`src/rtl/key_debounce_pkg.sv`:
```
// Shared definitions for the pushbutton debouncer: channel FSM encodings and
// the mapping from channel state to the active-low debounced level.
package key_debounce_pkg;

  typedef logic [1:0] key_state_t;

  localparam key_state_t ST_UP        = 2'b00;
  localparam key_state_t ST_WAIT_DOWN = 2'b01;
  localparam key_state_t ST_DOWN      = 2'b10;
  localparam key_state_t ST_WAIT_UP   = 2'b11;

  // Key reads pressed (0) in DOWN and WAIT_UP, released (1) otherwise.
  function automatic logic key_level(input key_state_t st);
    return ~st[1];
  endfunction

endpackage

```
`src/rtl/key_debounce_if.sv`:
```
// Key-side bundle of the debouncer: raw keys in, debounced levels, pulses,
// sticky capture and per-channel FSM state (2 bits per key) for debug.
interface key_debounce_if #(
  parameter int NUM_KEYS = 3
);
  // Pulses are single-cycle and aligned to the first cycle key_n_out shows
  // the new level; capture_clr is sampled on every clock, no handshake.
  logic [NUM_KEYS-1:0]   key_n_in;
  logic [NUM_KEYS-1:0]   capture_clr;
  logic [NUM_KEYS-1:0]   key_n_out;
  logic [NUM_KEYS-1:0]   press_pulse;
  logic [NUM_KEYS-1:0]   release_pulse;
  logic [NUM_KEYS-1:0]   capture;
  logic [2*NUM_KEYS-1:0] dbg_state;

  modport master (
    output key_n_in, capture_clr,
    input  key_n_out, press_pulse, release_pulse, capture, dbg_state
  );

  modport slave (
    input  key_n_in, capture_clr,
    output key_n_out, press_pulse, release_pulse, capture, dbg_state
  );
endinterface

```
`src/rtl/key_debounce_cell.sv`:
```
// One debounce channel: 2-flop synchronizer, stability counter, four-state
// FSM and registered level / press / release outputs.
module key_debounce_cell
  import key_debounce_pkg::*;
#(
  parameter int DEBOUNCE_CYCLES = 1000000,
  parameter int CNT_W           = 24
) (
  input  logic       clk,
  input  logic       reset_n,
  input  logic       key_n_raw,
  output logic       key_n_out,
  output logic       press_pulse,
  output logic       release_pulse,
  output key_state_t state_dbg
);

  localparam logic [CNT_W-1:0] CNT_LAST = CNT_W'(DEBOUNCE_CYCLES - 1);
  localparam logic [CNT_W-1:0] CNT_ONE  = CNT_W'(1);

  logic             sync_1;
  logic             sync_2;
  key_state_t       state;
  key_state_t       state_nx;
  logic [CNT_W-1:0] cnt;
  logic [CNT_W-1:0] cnt_nx;

  always_ff @(posedge clk or negedge reset_n) begin
    if (!reset_n) begin
      sync_1 <= 1'b1;
      sync_2 <= 1'b1;
    end else begin
      sync_1 <= key_n_raw;
      sync_2 <= sync_1;
    end
  end

  // Any reversal while waiting drops back to the stable state with cnt=0,
  // so a glitch shorter than DEBOUNCE_CYCLES never reaches the output.
  always_comb begin
    state_nx = state;
    cnt_nx   = cnt;
    case (state)
      ST_UP: begin
        if (!sync_2) begin
          state_nx = ST_WAIT_DOWN;
          cnt_nx   = CNT_ONE;
        end
      end
      ST_WAIT_DOWN: begin
        if (sync_2) begin
          state_nx = ST_UP;
          cnt_nx   = '0;
        end else if (cnt == CNT_LAST) begin
          state_nx = ST_DOWN;
          cnt_nx   = '0;
        end else begin
          cnt_nx = cnt + CNT_ONE;
        end
      end
      ST_DOWN: begin
        if (sync_2) begin
          state_nx = ST_WAIT_UP;
          cnt_nx   = CNT_ONE;
        end
      end
      ST_WAIT_UP: begin
        if (!sync_2) begin
          state_nx = ST_DOWN;
          cnt_nx   = '0;
        end else if (cnt == CNT_LAST) begin
          state_nx = ST_UP;
          cnt_nx   = '0;
        end else begin
          cnt_nx = cnt + CNT_ONE;
        end
      end
      default: begin
        state_nx = ST_UP;
        cnt_nx   = '0;
      end
    endcase
  end

  // Level and pulses are registered from the next state so they change on
  // the same edge as the FSM commits the transition.
  always_ff @(posedge clk or negedge reset_n) begin
    if (!reset_n) begin
      state         <= ST_UP;
      cnt           <= '0;
      key_n_out     <= 1'b1;
      press_pulse   <= 1'b0;
      release_pulse <= 1'b0;
    end else begin
      state         <= state_nx;
      cnt           <= cnt_nx;
      key_n_out     <= key_level(state_nx);
      press_pulse   <= (state == ST_WAIT_DOWN) && (state_nx == ST_DOWN);
      release_pulse <= (state == ST_WAIT_UP) && (state_nx == ST_UP);
    end
  end

  assign state_dbg = state;

endmodule

```
`src/rtl/key_debounce.sv`:
```
// Debouncer for the active-low KEY[3:1] pushbuttons feeding keys_export:
// NUM_KEYS independent channels plus a sticky press-capture register.
module key_debounce
  import key_debounce_pkg::*;
#(
  parameter int NUM_KEYS        = 3,
  parameter int DEBOUNCE_CYCLES = 1000000,
  parameter int CNT_W           = 24
) (
  input  logic           clk,
  input  logic           reset_n,
  key_debounce_if.slave  bus
);

  logic [NUM_KEYS-1:0]   key_n_out_v;
  logic [NUM_KEYS-1:0]   press_v;
  logic [NUM_KEYS-1:0]   release_v;
  logic [NUM_KEYS-1:0]   capture_q;
  logic [2*NUM_KEYS-1:0] dbg_v;

  for (genvar i = 0; i < NUM_KEYS; i++) begin : g_cell
    key_debounce_cell #(
      .DEBOUNCE_CYCLES (DEBOUNCE_CYCLES),
      .CNT_W           (CNT_W)
    ) u_cell (
      .clk           (clk),
      .reset_n       (reset_n),
      .key_n_raw     (bus.key_n_in[i]),
      .key_n_out     (key_n_out_v[i]),
      .press_pulse   (press_v[i]),
      .release_pulse (release_v[i]),
      .state_dbg     (dbg_v[2*i +: 2])
    );
  end

  // Set has priority: a press in the same cycle as a clear stays captured.
  always_ff @(posedge clk or negedge reset_n) begin
    if (!reset_n) begin
      capture_q <= '0;
    end else begin
      capture_q <= (capture_q & ~bus.capture_clr) | press_v;
    end
  end

  assign bus.key_n_out     = key_n_out_v;
  assign bus.press_pulse   = press_v;
  assign bus.release_pulse = release_v;
  assign bus.capture       = capture_q;
  assign bus.dbg_state     = dbg_v;

endmodule
```
`src/flat_wrapper.sv`:
```
// flat-port wrapper written by rule: the top's interface ports become plain ports
module key_debounce_flat import key_debounce_pkg::*;
#(
  parameter int NUM_KEYS        = 3,
  parameter int DEBOUNCE_CYCLES = 1000000,
  parameter int CNT_W           = 24
)
  (clk, reset_n, bus_key_n_in, bus_capture_clr, bus_key_n_out, bus_press_pulse, bus_release_pulse, bus_capture, bus_dbg_state);
  key_debounce_if #(.NUM_KEYS(NUM_KEYS)) bus_i ();
  input  logic clk;
  input  logic reset_n;
  input wire logic [$bits(bus_i.key_n_in)-1:0] bus_key_n_in;
  input wire logic [$bits(bus_i.capture_clr)-1:0] bus_capture_clr;
  output wire logic [$bits(bus_i.key_n_out)-1:0] bus_key_n_out;
  output wire logic [$bits(bus_i.press_pulse)-1:0] bus_press_pulse;
  output wire logic [$bits(bus_i.release_pulse)-1:0] bus_release_pulse;
  output wire logic [$bits(bus_i.capture)-1:0] bus_capture;
  output wire logic [$bits(bus_i.dbg_state)-1:0] bus_dbg_state;
  assign bus_i.key_n_in = bus_key_n_in;
  assign bus_i.capture_clr = bus_capture_clr;
  assign bus_key_n_out = bus_i.key_n_out;
  assign bus_press_pulse = bus_i.press_pulse;
  assign bus_release_pulse = bus_i.release_pulse;
  assign bus_capture = bus_i.capture;
  assign bus_dbg_state = bus_i.dbg_state;
  key_debounce #(.NUM_KEYS(NUM_KEYS), .DEBOUNCE_CYCLES(DEBOUNCE_CYCLES), .CNT_W(CNT_W)) u_core (.clk(clk), .reset_n(reset_n), .bus(bus_i));
endmodule
```
`config.mk`:
```
export PLATFORM = sky130hd
export DESIGN_NAME = key_debounce_flat
export DESIGN_NICKNAME = d
export VERILOG_FILES = /design/src/rtl/key_debounce_pkg.sv /design/src/rtl/key_debounce_if.sv /design/src/rtl/key_debounce_cell.sv /design/src/rtl/key_debounce.sv /design/src/flat_wrapper.sv
export SDC_FILE = /design/constraint.sdc
export NUM_CORES = 1
export LEC_CHECK = 0
export CAP_MARGIN = 0
export CORE_ASPECT_RATIO = 2
export CORE_MARGIN = 5
export CORE_UTILIZATION = 65
export DETAILED_ROUTE_END_ITERATION = 12
export PLACE_DENSITY_LB_ADDON = 0.25
export SYNTH_ARGS = -nofsm -noshare
export SYNTH_HDL_FRONTEND = slang
export SYNTH_HIERARCHICAL = 1
export SYNTH_SLANG_ARGS = --single-unit
```
`constraint.sdc`:
```
create_clock -name clk -period 3.87 [get_ports clk]
set_input_delay 0.5805 -clock clk [delete_from_list [all_inputs] [get_ports clk]]
set_output_delay 0.5805 -clock clk [all_outputs]
set_load 0.02 [all_outputs]
```
Yosys cells after proc, flatten, opt, wreduce, memory -nomap -nowiden
Index checks and enable logic that the tools add are counted.
{ "totals": {"latch_bits": 0, "in_bits": 8, "mem_count": 0, "register_bits": 96, "output_inout_bits": 18, "rom_bits": 0, "ram_bits": 0} }
{ "classes": {"reduce_logical": 15, "magnitude_cmp": 0, "muxes": 39, "n_mul": 0, "bitwise_logic": 6, "eq_ne": 21, "add_sub_neg": 3, "n_shift": 0, "n_div": 0} }
{ "op_table": {"columns": ["cell", "n"], "rows": [
  ["2-to-1 mux 24 bit", 15],
  ["case mux 24 bit (4 select lines)", 3],
  ["adder 24 x 1 -> 24 bit (second input constant)", 3],
  ["== test 24 x 20 -> 1 bit (second input constant)", 3],
  ["2-to-1 mux 2 bit", 18],
  ["case mux 2 bit (4 select lines)", 3],
  ["== test 2 bit (second input constant)", 9],
  ["zero test 2 bit", 6],
  ["inequality test 2 bit (second input constant)", 6],
  ["== test 2 x 1 -> 1 bit (second input constant)", 3],
  ["logical AND 1 bit", 6],
  ["AND reduction 2 bit", 3],
  ["bitwise AND 3 bit", 1],
  ["NOT 1 bit", 3],
  ["NOT 3 bit", 1],
  ["OR 3 bit", 1]
]} }

Longest topological paths before layout
Gate-level depths: netlist of run 1.
{ "logic_depth": {"depth_word": 6, "ltp_mapped": 7, "depth_no_buf": 6} }

Cells and area by module
Netlist of run 1, hierarchy kept.
{ "modules_own_cells": {"columns": ["mod", "area_each_um2", "instances", "seq_area_each_um2", "cells_each"], "rows": [
  ["key_debounce_cell", 1619.1, 3, 779.5, 173],
  ["key_debounce", 108.9, 1, 75.1, 9]
]} }

Least setup slack after synthesis of run 1
Ideal clock, no wire load.
{ "synth_path": {"path_kind": "register -> register", "from": "reg u_core.g_cell[0].u_cell.cnt[13]", "to": "reg u_core.g_cell[0].u_cell.cnt[3]", "required_time_ns": 3.749, "path_buffers": 1, "slack_ns": 1.891, "setup_ns": 0.121, "t_arrival_ns": 1.858, "synth_period_minus_slack_ns": 1.979, "path_stages_with_launch": 7, "cell_sequence": "dfrtp_1 > or4_4 > nor4_4 > a21oi_2 > buf_6 > a21o_1 > a22o_1"} }
{ "synth_between": {"elab_chain_cells": 4} }
{ "synth_rtl": {"columns": ["item", "line", "source"], "rows": [
  ["start, declared", "key_debounce_cell.sv:25", "logic [CNT_W-1:0] cnt;"],
  ["start signal, assigned", "key_debounce_cell.sv:96", "cnt <= cnt_nx;"],
  ["== test 24 x 20 -> 1 bit *", "key_debounce_cell.sv:54, key_debounce_cell.sv:71", null],
  ["2-to-1 mux 24 bit *", "key_debounce_cell.sv:54, key_debounce_cell.sv:71", null],
  ["2-to-1 mux 24 bit (on tied branches)", "key_debounce_cell.sv:68, key_debounce_cell.sv:51", null],
  ["case mux 24 bit (4 select lines) *", "key_debounce_cell.sv:43", "case (state)"]
]} }
Every way passes the cells marked *; elsewhere a longest branch is shown, timed or not.
A chain may end at the register's enable or synchronous reset.

Worst setup path in the final report of run 1
{ "layout_path": {"from": "reg u_core.g_cell[2].u_cell.cnt[0]", "to": "reg u_core.g_cell[2].u_cell.cnt[12]"} }
{ "layout_between": {"elab_chain_cells": 4} }
{ "layout_rtl": {"columns": ["item", "line"], "rows": [
  ["start, declared", "key_debounce_cell.sv:25"],
  ["start signal, assigned", "key_debounce_cell.sv:96"],
  ["adder 24 x 1 -> 24 bit / == test 24 x 20 -> 1 bit (equally long branches)", null],
  ["2-to-1 mux 24 bit *", "key_debounce_cell.sv:54, key_debounce_cell.sv:71"],
  ["2-to-1 mux 24 bit (on tied branches)", "key_debounce_cell.sv:68, key_debounce_cell.sv:51"],
  ["case mux 24 bit (4 select lines) *", "key_debounce_cell.sv:43"]
]} }
Marked as above.

==> impl_metrics.tcl, run 1 <==
set metrics [dict create \
    port_buffers 25 \
    cp-end-kind "flop" \
    worstMarginPinSlew_ps 934 \
    die_w_um 71.8 \
    cts_hold_buf 0 \
    fin_crit_ps 2440 \
    ios 26 \
    pwr_density_cell_nw_per_um2 383 \
    hold_viol 0 \
    grt_first_pass_wirelength_um 18700 \
    track_usage 0.241 \
    htreeDepth 3 \
    cts_tree "done" \
    synth_ff_type "dfrtp_1" \
    pre_cts_slack_ps 1530 \
    vias 4213 \
    initial_core_util 0.658 \
    post_drt_wl_per_cell_um 17.1 \
    rsz0062_at_grt "false" \
    place_hpwl_um 7590 \
    hold_path.class "flop to flop" \
    antenna_found_initial 0 \
    grt-ovfl-total 0 \
    dieArea_um2 9590 \
    skew_ps 3.65 \
    ant_nets 0 \
    core_um2 7540 \
    crit_required_ps 4120 \
    synthTopCellsByArea "dfrtp_1 (44%), a31oi_1 (7.2%), nand2_1 (5.0%), dfstp_2 (4.8%), nand3_1 (4.2%)" \
    ctsResizeCount 0 \
    fin_crit_sh 0.631 \
    syn2layout_area_growth_pct 11.7 \
    finalPower_mw 2.12 \
    ir_drop_mv 0.314 \
    diodes 0 \
    finalSetupTns_ps 0 \
    grt_max_degree 77 \
    gp_congestion 0.844 \
    slew_headroom 0.377 \
    synth_common_cells "dfrtp_1 (87), nand2_1 (66), a31oi_1 (57)" \
    maxCapViolations 0 \
    synthesis.area_um2 4970 \
    critPathLaunchType "flop" \
    syn_area_per_cell_um2 9.41 \
    cts.sinks 96 \
    yosysUniqueCellTypes 36 \
    leakage_nw 2.43 \
    rows 45 \
    clock_latency_ps 340 \
    vias_per_cell 6.56 \
    fin_util 0.735 \
    grt_pass1_vias 4104 \
    drive_gt1_frac 0.0858 \
    synth.largest_area_cell "dfrtp_1" \
    synth_top_area_share 0.438 \
    final_max_slew_viol_count 0 \
    finalSetupViolCount 0 \
    drt-total-wl_um 11000 \
    max_freq_ghz 0.409 \
    status "complete, no violations" \
    yosysMostFrequentCell "dfrtp_1" \
    synth_edf_count 0 \
    syn-num-nets 539 \
    nets 554 \
    drc_errors 0 \
    post_cts_buffers 0 \
    initialDrtViolationCount 367 \
    ys_seq_area_frac 0.486 \
    yosys_warnings 6 \
    critical_path_class "flop to flop" \
    cp.arrival_ps 2690 \
    worst-path-max-fanout 28 \
    syn_inst 528 \
    cts-root-buf "clkbuf_16" \
    drtPass1Iterations 7 \
    cts_buffers 9 \
    path_clk_slew_ps 70 \
    die_y_um 134 \
    cts_max_path_buffers 2 \
    async_flop_share 1.00 \
    ys_ff_latch 96 \
    worst_slack_ps 1430 \
]
[final timing paths]
path                                           startpoint                                 to  slack, ps  depth (start not counted)
setup / recovery           u_core/g_cell[2].u_cell/cnt[0]    u_core/g_cell[2].u_cell/cnt[12]       1430                          7
hold / removal             u_core/g_cell[0].u_cell/sync_1     u_core/g_cell[0].u_cell/sync_2        360                          0
setup reg to reg           u_core/g_cell[2].u_cell/cnt[0]    u_core/g_cell[2].u_cell/cnt[12]       1430                          7
hold reg to reg            u_core/g_cell[0].u_cell/sync_1     u_core/g_cell[0].u_cell/sync_2        360                          0
max in group asynchronous                         reset_n  u_core/g_cell[0].u_cell/key_n_out       2690                          2
min in group asynchronous                         reset_n     u_core/g_cell[2].u_cell/cnt[9]        370                          1
[kinds of logic (layout without fill, tap and decap cells)]
| family | count (synthesis) | after routing | synth area share |
|---|---|---|---|
| compound gates | 159 | 159 | 0.204 |
| xor+xnor | 3 | 3 | 0.00529 |
| fa+ha+maj | 3 | 3 | 0.00756 |
| buf+inv | 33 | 53 | 0.0317 |
| flops | 96 | 96 | 0.486 |
| mux | 6 | 6 | 0.0121 |
| simple gates | 228 | 228 | 0.253 |
[cell usage in the layout, fill, tap and decap left out, types with 2 or more instances in the layout]
cell type	instances
a41oi_1	3
ha_1	3
a22o_1	12
buf_4	7
nor4b_1	3
or2_2	3
and4_1	9
dfrtp_1	87
inv_6	3
clkbuf_16	9
mux2i_1	6
nand4_1	12
nand3b_1	6
o21a_1	3
o211ai_1	3
nor4_4	6
a21oi_2	3
clkdlybuf4s50_1	24
and3_1	15
nor3_1	6
a21o_1	21
nand2_1	66
o21ai_0	15
nand3_1	42
xnor2_1	3
clkinv_4	2
and2_1	6
or4_4	3
a31oi_1	57
inv_1	6
nor2_1	36
a21oi_1	39
nand2b_1	9
nor3b_1	3
nor4_1	3
dfstp_2	9
a32oi_1	3
[routing by layer]
layer  vias up  GRT usage  part of all wire
li1       2003          -                 -
met1      2057      0.271              0.38
met2       126      0.435              0.56
met3        27     0.0408             0.030
met4         0      0.107             0.027
met5         -          0                 0
[sequential cells by signal, summed over array words and instances, names as in the netlist]
register                            flops
u_core/bus.capture                      3
u_core/g_cell.u_cell/release_pulse      3
u_core/g_cell.u_cell/press_pulse        3
u_core/g_cell.u_cell/sync_1             3
u_core/g_cell.u_cell/cnt               72
u_core/g_cell.u_cell/sync_2             3
u_core/g_cell.u_cell/key_n_out          3
u_core/g_cell.u_cell/state_dbg          6
[critical path: stages (launching register included)]
cell and delay, ps:
dfrtp_1 440, ha_1 260, nand3_1 220, nor4_4 90, a21oi_2 550, buf_4 400
a41oi_1 180, a31oi_1 220
[power breakdown]
| part | switching [mW] | total (mW) | internal [mW] |
|---|---|---|---|
| registers | 0.0454 | 1.08 | 1.04 |
| clock network | 0.389 | 0.898 | 0.509 |
| logic | 0.0887 | 0.145 | 0.0562 |
| total | 0.523 | 2.12 | 1.60 |
[layout make-up]
class | instances | area, µm²
clock buffer | 9 | 225
clock inverter | 7 | 78.8
fill | 554 | 2000
inverter | 6 | 22.5
multi-input combinational | 399 | 2390
sequential | 96 | 2410
tap | 94 | 118
timing repair buffer | 31 | 293
[through the flow]
step	area [µm²]	instances	hold slack (ps)
after floorplan	4970	528	285
after global placement	5240	626	346
after detailed placement	5240	626	351
after CTS	5550	642	360
after global routing	5550	642	361
final	5550	642	358
Power figures use the tool's default switching activity.
==> run 2: changes to the inputs <==
--- a/config.mk
+++ b/config.mk
@@ -8,7 +8,7 @@
 export CAP_MARGIN = 0
 export CORE_ASPECT_RATIO = 2
 export CORE_MARGIN = 5
-export CORE_UTILIZATION = 65
+export CORE_UTILIZATION = 60
 export DETAILED_ROUTE_END_ITERATION = 12
 export PLACE_DENSITY_LB_ADDON = 0.25
 export SYNTH_ARGS = -nofsm -noshare
==> constraint.sdc (replaced) <==
create_clock -name clk -period 2.4 [get_ports clk]
set_input_delay 0.36 -clock clk [delete_from_list [all_inputs] [get_ports clk]]
set_output_delay 0.36 -clock clk [all_outputs]
set_load 0.02 [all_outputs]
==> impl_metrics.tcl, run 2 (synthesis gave the netlist of run 1 again) <==
set metrics [dict create \
    status "complete, no violations" \
    final_max_slew_viol_count 0 \
    ir_drop_mv 0.479 \
    worst-path-max-fanout 26 \
    post_cts_buffers 0 \
    port_buffers 25 \
    fin_util 0.707 \
    rows 47 \
    htreeDepth 3 \
    max_freq_ghz 0.443 \
    maxCapViolations 0 \
    critPathLaunchType "flop" \
    cts.sinks 96 \
    regMostFlops "u_core/g_cell.u_cell/cnt" \
    fillCellCount 596 \
    nets 573 \
    multiInputGateArea_um2 2410 \
    grt_first_pass_wirelength_um 19600 \
    path_clk_slew_ps 70 \
    grt-ovfl-total 0 \
    cts_tree "done" \
    placed_area_um2 5410 \
    die_w_um 74.3 \
    grt_pass1_vias 4368 \
    fin_crit_sh 0.941 \
    cp-end-kind "flop" \
    cts_max_path_buffers 2 \
    layout_common_cells "dfrtp_1 (87), nand2_1 (66), a31oi_1 (57)" \
    grt_max_degree 64 \
    clock_latency_ps 340 \
    gp_congestion 0.847 \
    finalSetupTns_ps 0 \
    cts-root-buf "clkbuf_16" \
    core_um2 8170 \
    post_drt_wl_per_cell_um 17.3 \
    initialDrtViolationCount 351 \
    leakage_nw 2.56 \
    place_hpwl_um 8040 \
    holdWs_ps 356 \
    rsz0062_at_grt "false" \
    hold_path.class "flop to flop" \
    diodes 0 \
    antenna_found_initial 0 \
    drc_errors 0 \
    cp.arrival_ps 2470 \
    fin_area_um2 5780 \
    dieArea_um2 10300 \
    critical_path_class "flop to flop" \
    crit_required_ps 2610 \
    cts_buffers 9 \
    vias 4368 \
    drive_gt1_frac 0.115 \
    pwr_density_cell_nw_per_um2 630 \
    largest_reg_flops 72 \
    vias_per_cell 6.57 \
    worstMarginPinSlew_ps 648 \
    mostFrequentLayoutCell "dfrtp_1" \
    dp_cells 648 \
    ant_nets 0 \
    seq_area_um2 2410 \
    skew_ps 8.32 \
    syn2layout_area_growth_pct 16.3 \
    stdcell_count 665 \
    finalSetupViolCount 0 \
    initial_core_util 0.608 \
    drt-total-wl_um 11500 \
    track_usage 0.237 \
    fin_crit_ps 2260 \
    drtPass1Iterations 5 \
    die_y_um 139 \
    hold_viol 0 \
    ios 26 \
    slew_headroom 0.567 \
]
-- run 2: cell types whose count changed in the layout (fill, tap and decap cells not counted), sizes merged --
cell / previous run / this run
inv: 9 / 6
buf: 7 / 25
bufinv: 1 / 3
clkinvlp: 0 / 1
dlygate4sd3: 0 / 1
-- run 2: routing by layer --
metal / track usage / vias to the layer above / wire (µm)
li1: - / 2047 / -
met1: 0.268 / 2155 / 4420
met2: 0.414 / 132 / 6320
met3: 0.0370 / 34 / 325
met4: 0.126 / 0 / 414
met5: 0 / - / 0
-- run 2: worst max-delay path: stages, from the launching register on --
cell     delay, ps
dfrtp_1        440
or4_4          570
nor4_4         390
a21oi_4        250
buf_4          230
a31oi_1        190
a31oi_1         60
-- run 2: power breakdown --
group          switching [mW]  internal, mW  total [mW]
clock network           0.619          1.02        1.64
registers              0.0692          1.67        1.74
logic                   0.153         0.108       0.261
total                   0.842          2.80        3.64
-- run 2: repair_timing --
| action | in CTS | in global routing |
|---|---|---|
| hold endpoints to repair | 27 | 0 |
| hold buffers | 1 | 0 |
| resized for setup | 0 | 2 |
| endpoints found under the setup margin | 0 | 18 |
-- run 2: worst paths after layout --
check                                           startpoint                         endpoint  slack [ps]  cells past startpoint
min                         u_core/g_cell[2].u_cell/sync_1   u_core/g_cell[2].u_cell/sync_2         360                      0
max reg2reg                u_core/g_cell[2].u_cell/cnt[13]   u_core/g_cell[2].u_cell/cnt[8]         140                      6
max                        u_core/g_cell[2].u_cell/cnt[13]   u_core/g_cell[2].u_cell/cnt[8]         140                      6
max in group asynchronous                          reset_n   u_core/g_cell[0].u_cell/sync_2        1160                      3
min reg2reg                 u_core/g_cell[2].u_cell/sync_1   u_core/g_cell[2].u_cell/sync_2         360                      0
min in group asynchronous                          reset_n  u_core/g_cell[2].u_cell/cnt[15]         510                      2
-- run 2: cell type report --
| cell class | count | share of cell area |
|---|---|---|
| well taps | 98 | 0.0212 |
| multi-input cells | 399 | 0.417 |
| clock inverters | 7 | 0.0208 |
| inverters | 6 | 0.00390 |
| flip-flops and latches | 96 | 0.418 |
| clock buffers | 9 | 0.0390 |
| repair buffers | 50 | 0.0801 |
-- run 2: per-stage QoR --
| step | setup WS [ps] | power [mW] |
|---|---|---|
| 2_1_floorplan | 421 | 1.91 |
| 3_3_place_gp | 200 | 2.01 |
| 3_5_place_dp | 33.4 | 2.03 |
| 4_1_cts | 23.1 | 3.67 |
| 5_1_grt | 59.0 | 3.79 |
| 6_report | 142 | 3.64 |
